<file path="src/rtl/ftdi_tx_if.sv">
// Word-side handshake between an internal word producer and ftdi_tx.
//   word_in    : 20-bit payload word
//   sof_in     : word is the first of a frame
//   word_valid : word_in/sof_in are valid (producer -> ftdi_tx)
//   word_ready : ftdi_tx can accept a word this cycle (ftdi_tx -> producer)
// Modports: master = word producer, slave = ftdi_tx.
interface ftdi_tx_if;
  localparam int unsigned WORD_W = 20;

  logic [WORD_W-1:0] word_in;
  logic              sof_in;
  logic              word_valid;
  logic              word_ready;

  modport master (output word_in, sof_in, word_valid, input word_ready);
  modport slave  (input word_in, sof_in, word_valid, output word_ready);
endinterface

</file>
<file path="src/rtl/ftdi_tx.sv">
// Host-bound transmitter for the FT245-style synchronous FIFO bus.
// Buffers 20-bit words (with start-of-frame flag) in a word FIFO and sends each
// as three bytes: {S,W[19:13]}, {0,W[12:6]}, {00,W[5:0]}. The bus is released
// to the receive path (rxf_n low) only at word boundaries.
// Ports:
//   clk_60, rst  : 60 MHz FTDI clock, synchronous active-high reset
//   wr           : word handshake (ftdi_tx_if.slave)
//   txe_n        : low = FTDI TX FIFO has space (byte accepted on that edge)
//   rxf_n        : low = host data pending, receive path has priority
//   data_out     : byte on the FTDI bus (combinational from FIFO head / byte index)
//   data_oe      : enable for the top-level bus tristate drivers
//   wr_n         : write strobe, active low
//   siwu_n       : send-immediate strobe, active low
//   fifo_level   : words buffered
//   busy         : block owns the bus
// Optional feature: define FTDI_TX_SIWU_EN to pulse siwu_n after FLUSH_IDLE idle
// cycles following the last word; otherwise siwu_n is tied high.
module ftdi_tx #(
  parameter int unsigned FIFO_DEPTH = 16,
  parameter int unsigned FLUSH_IDLE = 32
) (
  input  logic                          clk_60,
  input  logic                          rst,
  ftdi_tx_if.slave                      wr,
  input  logic                          txe_n,
  input  logic                          rxf_n,
  output logic [7:0]                    data_out,
  output logic                          data_oe,
  output logic                          wr_n,
  output logic                          siwu_n,
  output logic [$clog2(FIFO_DEPTH):0]   fifo_level,
  output logic                          busy
);
  localparam int unsigned AW = $clog2(FIFO_DEPTH);
  localparam int unsigned LW = AW + 1;
  localparam int unsigned EW = 21;

  // Parameter sanity: depth must be a power of two >= 2, flush delay nonzero.
  if (FIFO_DEPTH < 2 || (FIFO_DEPTH & (FIFO_DEPTH - 1)) != 0 || FLUSH_IDLE == 0) begin : g_param_chk
    $error("ftdi_tx: illegal FIFO_DEPTH or FLUSH_IDLE");
  end

  typedef enum logic [1:0] {IDLE, TURN, WRITE} state_t;

  state_t         state, state_nx;
  logic [1:0]     idx, idx_nx;
  logic [EW-1:0]  mem [FIFO_DEPTH];
  logic [AW-1:0]  wr_ptr, rd_ptr;
  logic [EW-1:0]  head;
  logic           push, pop;
  logic           last_word;
  logic [LW-1:0]  level_nx;

  assign push      = wr.word_valid & wr.word_ready;
  assign head      = mem[rd_ptr];
  // FIFO is empty after popping the head unless a word arrives on the same edge.
  assign last_word = (fifo_level == LW'(1)) && !push;
  assign level_nx  = fifo_level + LW'(push) - LW'(pop);

  // Word storage, no reset needed: validity is tracked by the pointers.
  always_ff @(posedge clk_60) begin
    if (push) mem[wr_ptr] <= {wr.sof_in, wr.word_in};
  end

  // Next-state, byte index and pop decision.
  always_comb begin
    state_nx = state;
    idx_nx   = idx;
    pop      = 1'b0;
    case (state)
      IDLE: begin
        if (fifo_level != '0 && rxf_n && !txe_n) state_nx = TURN;
      end
      TURN: begin
        state_nx = WRITE;
      end
      WRITE: begin
        if (!txe_n) begin
          if (idx == 2'd2) begin
            idx_nx = 2'd0;
            pop    = 1'b1;
            if (last_word || !rxf_n) state_nx = IDLE;
          end else begin
            idx_nx = idx + 2'd1;
          end
        end else if (idx == 2'd0 && !rxf_n) begin
          // Stalled on a word boundary: hand the bus to the receive path.
          state_nx = IDLE;
        end
      end
      default: begin
        state_nx = IDLE;
      end
    endcase
  end

  // Byte select from the FIFO head; zero while the bus is not ours.
  always_comb begin
    data_out = 8'h00;
    if (state != IDLE) begin
      case (idx)
        2'd0:    data_out = {head[20], head[19:13]};
        2'd1:    data_out = {1'b0, head[12:6]};
        default: data_out = {2'b00, head[5:0]};
      endcase
    end
  end

  // State, FIFO pointers and registered bus/handshake outputs.
  always_ff @(posedge clk_60) begin
    if (rst) begin
      state         <= IDLE;
      idx           <= 2'd0;
      wr_ptr        <= '0;
      rd_ptr        <= '0;
      fifo_level    <= '0;
      wr.word_ready <= 1'b1;
      wr_n          <= 1'b1;
      data_oe       <= 1'b0;
      busy          <= 1'b0;
    end else begin
      state         <= state_nx;
      idx           <= idx_nx;
      if (push) wr_ptr <= wr_ptr + AW'(1);
      if (pop)  rd_ptr <= rd_ptr + AW'(1);
      fifo_level    <= level_nx;
      wr.word_ready <= (level_nx != LW'(FIFO_DEPTH));
      wr_n          <= (state_nx != WRITE);
      data_oe       <= (state_nx != IDLE);
      busy          <= (state_nx != IDLE);
    end
  end

`ifdef FTDI_TX_SIWU_EN
  localparam int unsigned CW = $clog2(FLUSH_IDLE + 1);

  logic          armed;
  logic [CW-1:0] idle_cnt;

  // Idle flush timer: armed by the pop that empties the FIFO, one siwu_n pulse.
  always_ff @(posedge clk_60) begin
    if (rst) begin
      armed    <= 1'b0;
      idle_cnt <= '0;
      siwu_n   <= 1'b1;
    end else begin
      siwu_n <= 1'b1;
      if (push) begin
        armed    <= 1'b0;
        idle_cnt <= '0;
      end else if (pop && last_word) begin
        armed    <= 1'b1;
        idle_cnt <= '0;
      end else if (armed && state == IDLE) begin
        if (idle_cnt == CW'(FLUSH_IDLE - 1)) begin
          siwu_n   <= 1'b0;
          armed    <= 1'b0;
          idle_cnt <= '0;
        end else begin
          idle_cnt <= idle_cnt + CW'(1);
        end
      end
    end
  end
`else
  assign siwu_n = 1'b1;
`endif

endmodule

</file>
<file path="src/flat_wrapper.sv">
// flat-port wrapper written by rule: the top's interface ports become plain ports
module ftdi_tx_flat 
#(
  parameter int unsigned FIFO_DEPTH = 16,
  parameter int unsigned FLUSH_IDLE = 32
)
  (clk_60, rst, txe_n, rxf_n, data_out, data_oe, wr_n, siwu_n, fifo_level, busy, wr_word_in, wr_sof_in, wr_word_valid, wr_word_ready);
  ftdi_tx_if wr_i ();
  input  logic clk_60;
  input  logic rst;
  input  logic txe_n;
  input  logic rxf_n;
  output logic [7:0] data_out;
  output logic data_oe;
  output logic wr_n;
  output logic siwu_n;
  output logic [$clog2(FIFO_DEPTH):0] fifo_level;
  output logic busy;
  input wire logic [$bits(wr_i.word_in)-1:0] wr_word_in;
  input wire logic [$bits(wr_i.sof_in)-1:0] wr_sof_in;
  input wire logic [$bits(wr_i.word_valid)-1:0] wr_word_valid;
  output wire logic [$bits(wr_i.word_ready)-1:0] wr_word_ready;
  assign wr_i.word_in = wr_word_in;
  assign wr_i.sof_in = wr_sof_in;
  assign wr_i.word_valid = wr_word_valid;
  assign wr_word_ready = wr_i.word_ready;
  ftdi_tx #(.FIFO_DEPTH(FIFO_DEPTH), .FLUSH_IDLE(FLUSH_IDLE)) u_core (.clk_60(clk_60), .rst(rst), .wr(wr_i), .txe_n(txe_n), .rxf_n(rxf_n), .data_out(data_out), .data_oe(data_oe), .wr_n(wr_n), .siwu_n(siwu_n), .fifo_level(fifo_level), .busy(busy));
endmodule
</file>
<file path="config.mk">
export PLATFORM = sky130hd
export DESIGN_NAME = ftdi_tx_flat
export DESIGN_NICKNAME = d
export VERILOG_FILES = /design/src/rtl/ftdi_tx_if.sv /design/src/rtl/ftdi_tx.sv /design/src/flat_wrapper.sv
export SDC_FILE = /design/constraint.sdc
export NUM_CORES = 1
export LEC_CHECK = 0
export ABC_CLOCK_PERIOD_IN_PS = 3800
export CAP_MARGIN = 40
export CORE_MARGIN = 8
export CORE_UTILIZATION = 55
export CTS_CLUSTER_SIZE = 24
export DETAILED_ROUTE_END_ITERATION = 10
export PLACE_DENSITY = 0.73
export SLEW_MARGIN = 15
export SYNTH_ARGS = -nofsm -noshare
export SYNTH_HDL_FRONTEND = slang
export SYNTH_SLANG_ARGS = --single-unit
</file>
<file path="constraint.sdc">
create_clock -name clk_60 -period 3.8 [get_ports clk_60]
set_input_delay 0.76 -clock clk_60 [delete_from_list [all_inputs] [get_ports clk_60]]
set_output_delay 0.76 -clock clk_60 [all_outputs]
set_load 0.03 [all_outputs]
</file>
# [Yosys cells after proc, flatten, opt, wreduce, memory -nomap -nowiden]
# Memory sizes are Yosys's and may differ from the RTL's. A register that Yosys moved wholly into a read port is not among the register bits.
# Cells that the tools add are included.
[totals] ramBits=336 output_inout_bits=18 ff_bits=20 input_bits=26 n_memories=1
[classes] n_bitwise=2 n_eq_ne=7 n_mux=16 add_sub_neg=5 n_reduce_logical=14
[memory_table] memory="u_core.mem" words=16 width=21 rd=1 rd_clocked_by_memory_dff=1 wr=1 line="ftdi_tx.sv:47" rtl="logic [EW-1:0] mem [FIFO_DEPTH];"
[op_table] operator="case mux 8 bit (2 select lines)" count=1
[op_table] operator="two-way mux 2 bit" count=6
[op_table] operator="adder 4 x 1 -> 4 bit (second input constant)" count=2
[op_table] operator="two-way mux 4 bit" count=2
[op_table] operator="two-way mux 8 bit" count=1
[op_table] operator="case mux 2 bit (3 select lines)" count=1
[op_table] operator="adder 5 x 1 -> 5 bit" count=1
[op_table] operator="== test 5 x 1 -> 1 bit (second input constant)" count=1
[op_table] operator="two-way mux 1 bit" count=5
[op_table] operator="inequality test 5 bit (second input constant)" count=1
[op_table] operator="nonzero test 5 bit" count=1
[op_table] operator="subtractor 5 x 1 -> 5 bit" count=1
[op_table] operator="== test 2 x 1 -> 1 bit (second input constant)" count=2
[op_table] operator="== test 2 bit (second input constant)" count=2
[op_table] operator="logical AND 1 bit" count=4
[op_table] operator="logical NOT 2 bit" count=2
[op_table] operator="nonzero test 2 bit" count=2
[op_table] operator="logical NOT 1 bit" count=3
[op_table] operator="adder 2 x 1 -> 2 bit (second input constant)" count=1
[op_table] operator="inequality test 2 bit (second input constant)" count=1
[op_table] operator="AND reduction 2 bit" count=1
[op_table] operator="AND 1 bit" count=1
[op_table] operator="logical OR 1 bit" count=1
[op_table] operator="NOT 1 bit" count=1

# [Logic depth before layout (Yosys ltp)]
# Gate-level depths: netlist of run 1.
[depth] ltp_word=9 depth_mapped=12 depth_no_buf=11

# [Worst setup path after synthesis of run 1]
# OpenSTA, ideal clock, no wires.
[synth_timing] path_type="register to output" from="register (tool-made name)" to="output port data_out[1]" path_slack_ns=0.512 path_buffers=3 stages_incl_launch_ff=9 arrival_time_ns=2.528 cell_sequence="dfxtp_1 > buf_6 > buf_12 > and2b_1 > clkbuf_1 > a22o_1 > a221oi_1 > o21ai_0 > a2111oi_1"
[synth_rtl] element="to (decl)" line="flat_wrapper.sv:13" rtl="output logic [7:0] data_out;"

==> impl_metrics.env, run 1 <==
export IMPL_multiInputGateArea_sq_mm=0.003402
export IMPL_drive_gt1_frac=0.2312
export IMPL_max_freq_mhz=269.9
export IMPL_synthCells=704
export IMPL_worstHoldStart="u_core.fifo_level[0]"
export IMPL_grt_pass1_wl_um=46350
export IMPL_synth_xor_area_frac=0.005537
export IMPL_ant_nets=0
export IMPL_post_dp_hpwl_um=17850
export IMPL_die_y_um=176.9
export IMPL_fin_util=0.6379
export IMPL_synth_seq_area_share=0.7426
export IMPL_fin_tns_setup_ns=0
export IMPL_gp_congestion=0.7826
export IMPL_synth_cell_types=54
export IMPL_grt_antenna_before_repair=0
export IMPL_start_kind="flip-flop"
export IMPL_power_density_mw_per_mm2=526.2
export IMPL_area_delta_synth_final_pct=15.44
export IMPL_die_area_sq_mm=0.03128
export IMPL_insertion_delay_ns=0.51
export IMPL_slew_headroom=0.5074
export IMPL_synth_edff_count=336
export IMPL_finalCriticalPeriod_ns=3.705
export IMPL_grt_usage=0.2018
export IMPL_rsz0062_at_grt="false"
export IMPL_synth_top_family_by_area="multiplexers"
export IMPL_core_area_sq_mm=0.02576
export IMPL_status="complete, no violations"
export IMPL_crit_chain="buf_12 > mux4_1 > mux4_2 > nor3_1 > a2111oi_1 > buf_4"
export IMPL_crit_type="reg -> out"
export IMPL_cp_max_fo=25
export IMPL_rr_endpoint="u_core.wr.word_ready"
export IMPL_synth_simple_area_share=0.03428
export IMPL_fin_worst_skew_ns=0.01299
export IMPL_diodes=0
export IMPL_ys_warn_count=0
export IMPL_clk_pin_slew_ns=0.06
export IMPL_hold_path_depth=2
export IMPL_fill_cells=1707
export IMPL_vias_per_cell=6.209
export IMPL_synth_area_per_cell_sq_um=20.22
export IMPL_reg2regPathDepth=10
export IMPL_cpPeakStageDelay_ns=0.64
export IMPL_whs_endpoint="u_core.state[0]"
export IMPL_arrival_ns=2.95
export IMPL_nNetsFinal=827
export IMPL_dr_pass1_iters=5
export IMPL_p_leak_uw=0.005173
export IMPL_wl_per_cell_um=27.55
export IMPL_async_reset_ff_frac=0
export IMPL_ctsHtreeMaxLevel=2
export IMPL_irDropWorstVdd_mv=0.2800
export IMPL_die_width_um=176.9
export IMPL_cts_buffers=37
export IMPL_synth_compound_area_share=0.02795
export IMPL_critPathTopFamily="multiplexers"
export IMPL_ctsRootBufferMaster="clkbuf_16"
export IMPL_vias=7128
export IMPL_dp_cells=1079
export IMPL_fin_cells=1148
export IMPL_worst_endpoint_required_ns=3.04
export IMPL_start_util=0.5525
export IMPL_syn_cell_area_sq_mm=0.01423
export IMPL_ys_seq_elements=360
export IMPL_maxCapViolCount=0
export IMPL_wirelength_um=31630
export IMPL_cts_sinks=360
export IMPL_route_detailed_drc=0
export IMPL_synth_area_mux_share=0.1557
export IMPL_period_share=0.9751
export IMPL_ioPinCount=44
export IMPL_path_buf_inv=2
export IMPL_worstMarginPinSlew_ns=0.7366
export IMPL_syn_num_nets=742
export IMPL_place_worst_setup_slack_ns=0.2529
export IMPL_worstHoldPathType="reg -> reg"
export IMPL_ys_flop_type="edfxtp_1"
export IMPL_seq_area_sq_mm=0.01058
export IMPL_drtIter0Drc=562
export IMPL_ctsHoldBuffers=0
export IMPL_gr_total_overflow=0
export IMPL_hold_violations=0
export IMPL_port_buffers=42
export IMPL_slew_violations=0
export IMPL_end_kind="output pin"
export IMPL_hold_ws_ns=0.5379
export IMPL_cts_tree="yes"
export IMPL_first_global_vias=7448
export IMPL_std_cell_rows=59
export IMPL_synthAdderAreaFrac=0.01107
export IMPL_rr_startpoint="u_core.idx[0]"
export IMPL_setup_viol_count_final=0
export IMPL_ctsLongestPathBuffers=3
export IMPL_reg2reg_slack_ns=0.76
export IMPL_worst_slack_ns=0.09450
export IMPL_grt_start_max_net_pins=30
export IMPL_cp_slowest_cell="mux4_1"
==> routing by layer <==
metal | vias to the layer above | track usage | wire length, um
li1 | 3048 | - | -
met1 | 3747 | 0.2607 | 12850
met2 | 267 | 0.3388 | 15830
met3 | 66 | 0.03904 | 2014
met4 | 0 | 0.07075 | 936
met5 | - | 0 | 0
==> layout by cell type (no fill, tap or decap), drive strengths merged, types with 12 or more instances in the layout <==
| cell | count |
|---|---|
| inv | 12 |
| clkbuf | 47 |
| dfxtp | 24 |
| mux4 | 73 |
| edfxtp | 336 |
| clkdlybuf4s50 | 35 |
| nor2 | 39 |
| buf | 50 |
| mux2i | 47 |
| nor2b | 13 |
==> worst register-to-register path, delay by kind of cell, from the launching register on <==
| family | cells | cell delay, ns |
|---|---|---|
| DFF | 1 | 0.69 |
| buffers and inverters | 1 | 0.04 |
| AOI/OAI and AO/OA | 2 | 0.38 |
| adders and majority gates | 3 | 0.91 |
| and+or+nand+nor | 4 | 0.88 |
==> area by class of cell <==
class	count	share of cell area
sequential	360	0.6437
clock inverter	16	0.006700
inverter	11	0.002513
clock buffer	47	0.06243
multi-input combinational	294	0.2070
timing repair buffer	85	0.05208
tap	335	0.02551
==> registers in the layout, summed over array words and instances, names as in the netlist, named ones only <==
register              flops
u_core.state              2
u_core.rd_ptr             4
u_core.wr_n               1
u_core.wr_ptr             4
u_core.wr.word_ready      1
u_core.fifo_level         5
u_core.data_oe            1
u_core.mem              336
u_core.idx                2
==> how the worst max path moves through the flow <==
stage,startpoint,end,slack [ns],cells past startpoint
global placement,txe_n,u_core.wr.word_ready,0.37,12
detailed placement,txe_n,u_core.wr.word_ready,0.25,12
floorplan,flip-flop,data_out[1],0.51,8
CTS,flip-flop,data_out[3],0.10,6
global route,flip-flop,data_out[5],0.01,7
finish,flip-flop,data_out[1],0.09,6
==> power by group <==
group	switching (uW)	internal [uW]
clock network	1420	1970
registers	54.9	4480
logic	445	274
==> stage by stage <==
step | power [uW] | area, sq um
global placement | 5271 | 15180
floorplan | 4992 | 14230
CTS | 8674 | 16410
detailed placement | 5317 | 15190
global route | 8882 | 16430
finish | 8647 | 16430
==> Yosys cell counts, drive strengths merged (6+ instances only) <==
library cell | number | area (sq um)
nor3 | 11 | 55.05
ha | 11 | 137.6
a22o | 8 | 70.07
edfxtp | 336 | 10090
mux4 | 73 | 1700
nor2 | 39 | 146.4
nand2 | 9 | 33.78
a221oi | 8 | 70.07
nand2b | 6 | 37.54
buf | 28 | 235.2
a21oi | 7 | 35.03
nor2b | 13 | 81.33
a2111oi | 7 | 72.57
inv | 11 | 41.29
clkbuf | 10 | 37.54
mux2i | 47 | 470.5
dfxtp | 24 | 480.5
==> kinds of logic after synthesis <==
group | count (synthesis)
flops | 360
simple gates | 98
other cells | 1
xor+xnor | 9
buf+inv | 50
fa+ha+maj | 12
mux | 124
compound gates | 50
==> timing repair <==
| item | CTS | global route |
|---|---|---|
| setup endpoints to repair | 8 | 2 |
| gates resized for setup | 1 | 1 |
| pin swaps | 0 | 1 |
| setup buffers | 5 | 1 |
Note: power is estimated with default switching activity, not from simulation.
==> run 2, diff against run 1 <==
- SLEW_MARGIN: 15 -> unset
==> run 2 against run 1 <==
  * Fmax rose by 0.66%
  * Sequential power barely moved
  * Highest routed layer unchanged
  * Non-clock buffer count did not move
  * Flip-flop and latch count did not move
  * Sequential share of layout area fell by 0.093 points
  * First-iteration DRC count rose by 24%
  * Clock-buffer cell count rose by 1
  * Clock power rose by 1%
  * Total power rose by 0.45%
  * Die area did not move
  * Core utilization rose by 0.092 points
==> impl_metrics.env, run 2 (synthesis results as in run 1) <==
export IMPL_diodes=0
export IMPL_status="complete, no violations"
export IMPL_std_cell_rows=59
export IMPL_die_area_sq_mm=0.03128
export IMPL_slew_headroom=0.5160
export IMPL_dr_pass1_iters=7
export IMPL_grt_antenna_before_repair=0
export IMPL_grt_start_max_net_pins=30
export IMPL_insertion_delay_ns=0.51
export IMPL_maxCapViolCount=0
export IMPL_first_global_vias=7449
export IMPL_final_common_cell="edfxtp_1"
export IMPL_irDropWorstVdd_mv=0.3841
export IMPL_rr_startpoint="u_core.idx[0]"
export IMPL_vias_per_cell=6.235
export IMPL_route_detailed_drc=0
export IMPL_ctsLongestPathBuffers=3
export IMPL_ctsHtreeMaxLevel=2
export IMPL_worstHoldPathType="reg -> reg"
export IMPL_hold_ws_ns=0.5176
export IMPL_ctsRootBufferMaster="clkbuf_16"
export IMPL_finalCriticalPeriod_ns=3.681
export IMPL_end_kind="output pin"
export IMPL_nNetsFinal=827
export IMPL_placed_area_sq_mm=0.01519
export IMPL_cp_max_fo=25
export IMPL_wl_per_cell_um=27.11
export IMPL_drtIter0Drc=696
export IMPL_crit_type="reg -> out"
export IMPL_vias=7183
export IMPL_core_area_sq_mm=0.02576
export IMPL_grt_pass1_wl_um=46050
export IMPL_regMostFlops="u_core.mem"
export IMPL_start_util=0.5525
export IMPL_max_freq_mhz=271.7
export IMPL_rsz0062_at_grt="false"
export IMPL_area_delta_synth_final_pct=15.61
export IMPL_worstMarginPinSlew_ns=0.7237
export IMPL_period_share=0.9687
export IMPL_setup_viol_count_final=0
export IMPL_power_uw=8686
export IMPL_slew_violations=0
export IMPL_post_dp_hpwl_um=17810
export IMPL_die_width_um=176.9
export IMPL_worst_endpoint_required_ns=3.04
export IMPL_clk_pin_slew_ns=0.06
export IMPL_fill_cells=1689
export IMPL_reg2reg_slack_ns=0.87
export IMPL_crit_path_end="data_out[1]"
export IMPL_gp_congestion=0.7826
export IMPL_die_y_um=176.9
export IMPL_port_buffers=42
export IMPL_finalInstanceArea_sq_mm=0.01646
export IMPL_ant_nets=0
export IMPL_largestRegisters="u_core.mem: 336 flops, u_core.fifo_level: 5 flops"
export IMPL_p_leak_uw=0.005183
export IMPL_reg2regPathDepth=10
export IMPL_power_density_mw_per_mm2=527.8
export IMPL_final_cell_mix="edfxtp_1, mux4_2, mux2i_1"
export IMPL_fin_tns_setup_ns=0
export IMPL_ioPinCount=44
export IMPL_drive_gt1_frac=0.2264
export IMPL_gr_total_overflow=0
export IMPL_largest_reg_flops=336
export IMPL_start_kind="flip-flop"
export IMPL_wirelength_um=31240
export IMPL_arrival_ns=2.92
export IMPL_grt_usage=0.1997
export IMPL_hold_violations=0
export IMPL_rr_endpoint="u_core.wr.word_ready"
export IMPL_cts_tree="yes"
export IMPL_cts_sinks=360
export IMPL_cts_buffers=37
export IMPL_fin_worst_skew_ns=0.01442
-- run 2: cell count changes in the layout (fill, tap and decap cells not counted), sizes merged --
cell | previous run | this run
clkbuf | 47 | 48
bufinv | 1 | 2
clkinv | 11 | 14
inv | 12 | 13
clkinvlp | 3 | 1
-- run 2: cell type report --
cell class / count / area [sq um] / area share
sequential: 360 / 10580 / 0.6428
inverter: 11 / 41.29 / 0.002509
clock inverter: 19 / 145.1 / 0.008819
clock buffer: 48 / 1010 / 0.06136
multi-input combinational: 294 / 3407 / 0.2070
timing repair buffer: 85 / 855.8 / 0.05200
tap: 335 / 419.2 / 0.02547
-- run 2: critical path, stage by stage (launching register included) --
cell and delay [ns]:
dfxtp_4 0.44, buf_12 0.24, mux4_1 0.61, mux4_2 0.54, nor3_1 0.25, a2111oi_2 0.10, buf_4 0.21
-- run 2: routing by layer --
metal	GRT usage	share of wire
met5	0	0
met4	0.06795	0.028
met3	0.03414	0.080
met2	0.3354	0.50
met1	0.2617	0.39
-- run 2: power by group --
group,internal (uW),switching (uW),total (uW)
logic,275,439,715
registers,4480,54.2,4530
clock network,2020,1420,3440
total,6770,1920,8690
-- run 2: worst min-delay path by stage --
| stage | from | end | slack [ns] | cells past startpoint |
|---|---|---|---|---|
| final | u_core.rd_ptr[3] | flip-flop | 0.52 | 2 |
| after global routing | u_core.fifo_level[0] | u_core.state[0] | 0.57 | 2 |
| after CTS | u_core.rd_ptr[3] | flip-flop | 0.53 | 2 |
| after detailed placement | u_core.rd_ptr[3] | flip-flop | 0.51 | 2 |
| after global placement | u_core.rd_ptr[3] | u_core.rd_ptr[3] | 0.49 | 2 |
| after floorplan | u_core.rd_ptr[3] | flip-flop | 0.47 | 2 |
-- run 2: stage by stage --
stage	std cells	setup WS [ns]	util
floorplan	704	0.5121	-
global placement	1078	0.3719	0.5892
detailed placement	1079	0.2481	0.5898
CTS	1151	0.03814	0.6378
global route	1152	0.01406	0.6388
finish	1152	0.1189	0.6388
-- run 2: timing repair --
action,4_1_cts,5_1_grt
buffers inserted,5,1
setup endpoints to repair,8,2
hold buffers,0,0
gates resized for setup,1,2
endpoints found under the hold margin,0,0
==> run 3, diff against run 2 <==
- CORE_UTILIZATION: 55 -> 51
- PLACE_DENSITY: 0.73 -> 0.66
- SLEW_MARGIN: unset -> 0
==> run 3 against run 2 <==
  * Final area grew 2.2%
  * Total power is 2.0% higher
  * Global-route usage fell by 0.78 points
  * Wire length rose by 2.5%
  * Clock-buffer cell count decreased by 3
==> impl_metrics.env, run 3 (synthesis results as in run 1) <==
export IMPL_p_leak_uw=0.005360
export IMPL_final_cell_mix="edfxtp_1, mux4_2, mux2i_1, buf_4, clkbuf_16"
export IMPL_use_met1=0.2523
export IMPL_start_util=0.5152
export IMPL_die_y_um=183.1
export IMPL_grt_pass1_wl_um=47240
export IMPL_irDropWorstVdd_mv=0.3784
export IMPL_die_area_sq_mm=0.03351
export IMPL_ant_nets=0
export IMPL_largestRegisters="u_core.mem: 336 flops, u_core.fifo_level: 5 flops"
export IMPL_use_met3=0.03779
export IMPL_multiInputGateArea_sq_mm=0.003473
export IMPL_wirelength_um=32030
export IMPL_ctsHtreeMaxLevel=2
export IMPL_worst_slack_ns=0.09549
export IMPL_cpPeakStageDelay_ns=0.59
export IMPL_cts_tree="yes"
export IMPL_diodes=0
export IMPL_place_worst_setup_slack_ns=0.1391
export IMPL_cp_max_fo=13
export IMPL_post_dp_hpwl_um=19020
export IMPL_setup_viol_count_final=0
export IMPL_hold_path_depth=2
export IMPL_start_kind="flip-flop"
export IMPL_slew_headroom=0.3909
export IMPL_end_kind="output pin"
export IMPL_clk_pin_slew_ns=0.06
export IMPL_maxCapViolCount=0
export IMPL_status="complete, no violations"
export IMPL_path_common_cell="buf_12"
export IMPL_max_freq_mhz=269.9
export IMPL_cp_slowest_cell="mux4_1"
export IMPL_drive_gt1_frac=0.2548
export IMPL_vias_per_cell=5.913
export IMPL_die_width_um=183.1
export IMPL_dp_cells=1134
export IMPL_cts_sinks=360
export IMPL_gr_total_overflow=0
export IMPL_top_usage_layer="met2"
export IMPL_finalInstanceArea_sq_mm=0.01683
export IMPL_crit_chain="buf_12 > buf_12 > mux4_1 > mux4_2 > nor3_4 > a2111oi_4 > buf_4 > buf_12"
export IMPL_arrival_ns=2.94
export IMPL_cp_depth=8
export IMPL_slew_violations=0
export IMPL_hold_violations=0
export IMPL_largest_reg_flops=336
export IMPL_port_buffers=42
export IMPL_seq_area_sq_mm=0.01058
export IMPL_crit_type="reg -> out"
export IMPL_ioPinCount=44
export IMPL_use_met2=0.3244
export IMPL_std_cell_rows=61
export IMPL_dr_pass1_iters=5
export IMPL_critPathTopFamily="multiplexers"
export IMPL_worstMarginPinSlew_ns=0.9118
export IMPL_vias=7155
export IMPL_core_area_sq_mm=0.02763
export IMPL_worstHoldPathType="reg -> reg"
export IMPL_ctsRootBufferMaster="clkbuf_16"
export IMPL_power_uw=8857
export IMPL_grt_antenna_before_repair=1
export IMPL_route_detailed_drc=0
export IMPL_fin_worst_skew_ns=0.02049
export IMPL_grt_start_max_net_pins=22
export IMPL_placed_area_sq_mm=0.01539
export IMPL_fin_cells=1210
export IMPL_first_global_vias=7393
export IMPL_finalCriticalPeriod_ns=3.705
export IMPL_ctsLongestPathBuffers=3
export IMPL_wl_per_cell_um=26.47
export IMPL_path_buf_inv=4
export IMPL_cts_buffers=37
export IMPL_area_delta_synth_final_pct=18.20
export IMPL_gp_congestion=0.8018
export IMPL_grt_usage=0.1919
export IMPL_reg2regPathDepth=11
export IMPL_regMostFlops="u_core.mem"
export IMPL_nNetsFinal=843
export IMPL_worst_endpoint_required_ns=3.04
export IMPL_power_density_mw_per_mm2=526.4
export IMPL_final_common_cell="edfxtp_1"
export IMPL_drtIter0Drc=589
export IMPL_fill_cells=1955
export IMPL_insertion_delay_ns=0.52
export IMPL_reg2reg_slack_ns=0.97
export IMPL_period_share=0.9749
## run 3: what timing repair did
item | in CTS | in global routing
buffers inserted | 4 | 6
gates cloned | 0 | 0
hold buffers | 0 | 0
resized for setup | 11 | 16
setup endpoints to repair | 8 | 6
pin swaps | 2 | 3
## run 3: cell type report
class | count | share of cell area
clock inverters | 21 | 0.01242
inverters | 11 | 0.002454
repair buffers | 101 | 0.06239
well taps | 378 | 0.02811
flip-flops and latches | 360 | 0.6289
clock buffers | 45 | 0.05934
multi-input cells | 294 | 0.2064
## run 3: worst register-to-register path, cell delays in order, from the launching register on
cell and delay, ns:
dfxtp_1 0.41, nor3b_1 0.31, and3b_1 0.27, ha_1 0.15, inv_1 0.04, ha_1 0.21, fa_1 0.44, a21oi_1 0.16
nor2_1 0.07, or3_1 0.34, a21oi_1 0.20, nand4_1 0.11
## run 3: final timing paths
| kind | end | startpoint |
|---|---|---|
| max | data_out[1] | flip-flop |
| min reg2reg | u_core.rd_ptr[3] | u_core.rd_ptr[3] |
| min | u_core.rd_ptr[3] | u_core.rd_ptr[3] |
| max reg2reg | u_core.wr.word_ready | u_core.state[1] |
## run 3: report_power, final
part           total, uW  internal (uW)  switching [uW]
clock               3590           2150            1450
sequential          4530           4480            51.2
combinational        733            295             438
total               8860           6920            1940
## run 3: routing by layer
metal,vias up,part of all wire
li1,3081,-
met1,3776,0.41
met2,246,0.50
met3,50,0.065
met4,2,0.020
met5,-,0.00028
## run 3: per-stage QoR
step | utilization | hold slack [ns] | TNS, ns
5_1_grt | 0.6090 | 0.5793 | -0.003908
3_3_place_gp | 0.5569 | 0.4964 | 0
2_1_floorplan | - | 0.4725 | 0
3_5_place_dp | 0.5569 | 0.5064 | 0
4_1_cts | 0.6042 | 0.5269 | -0.03719
6_report | 0.6090 | 0.5153 | 0
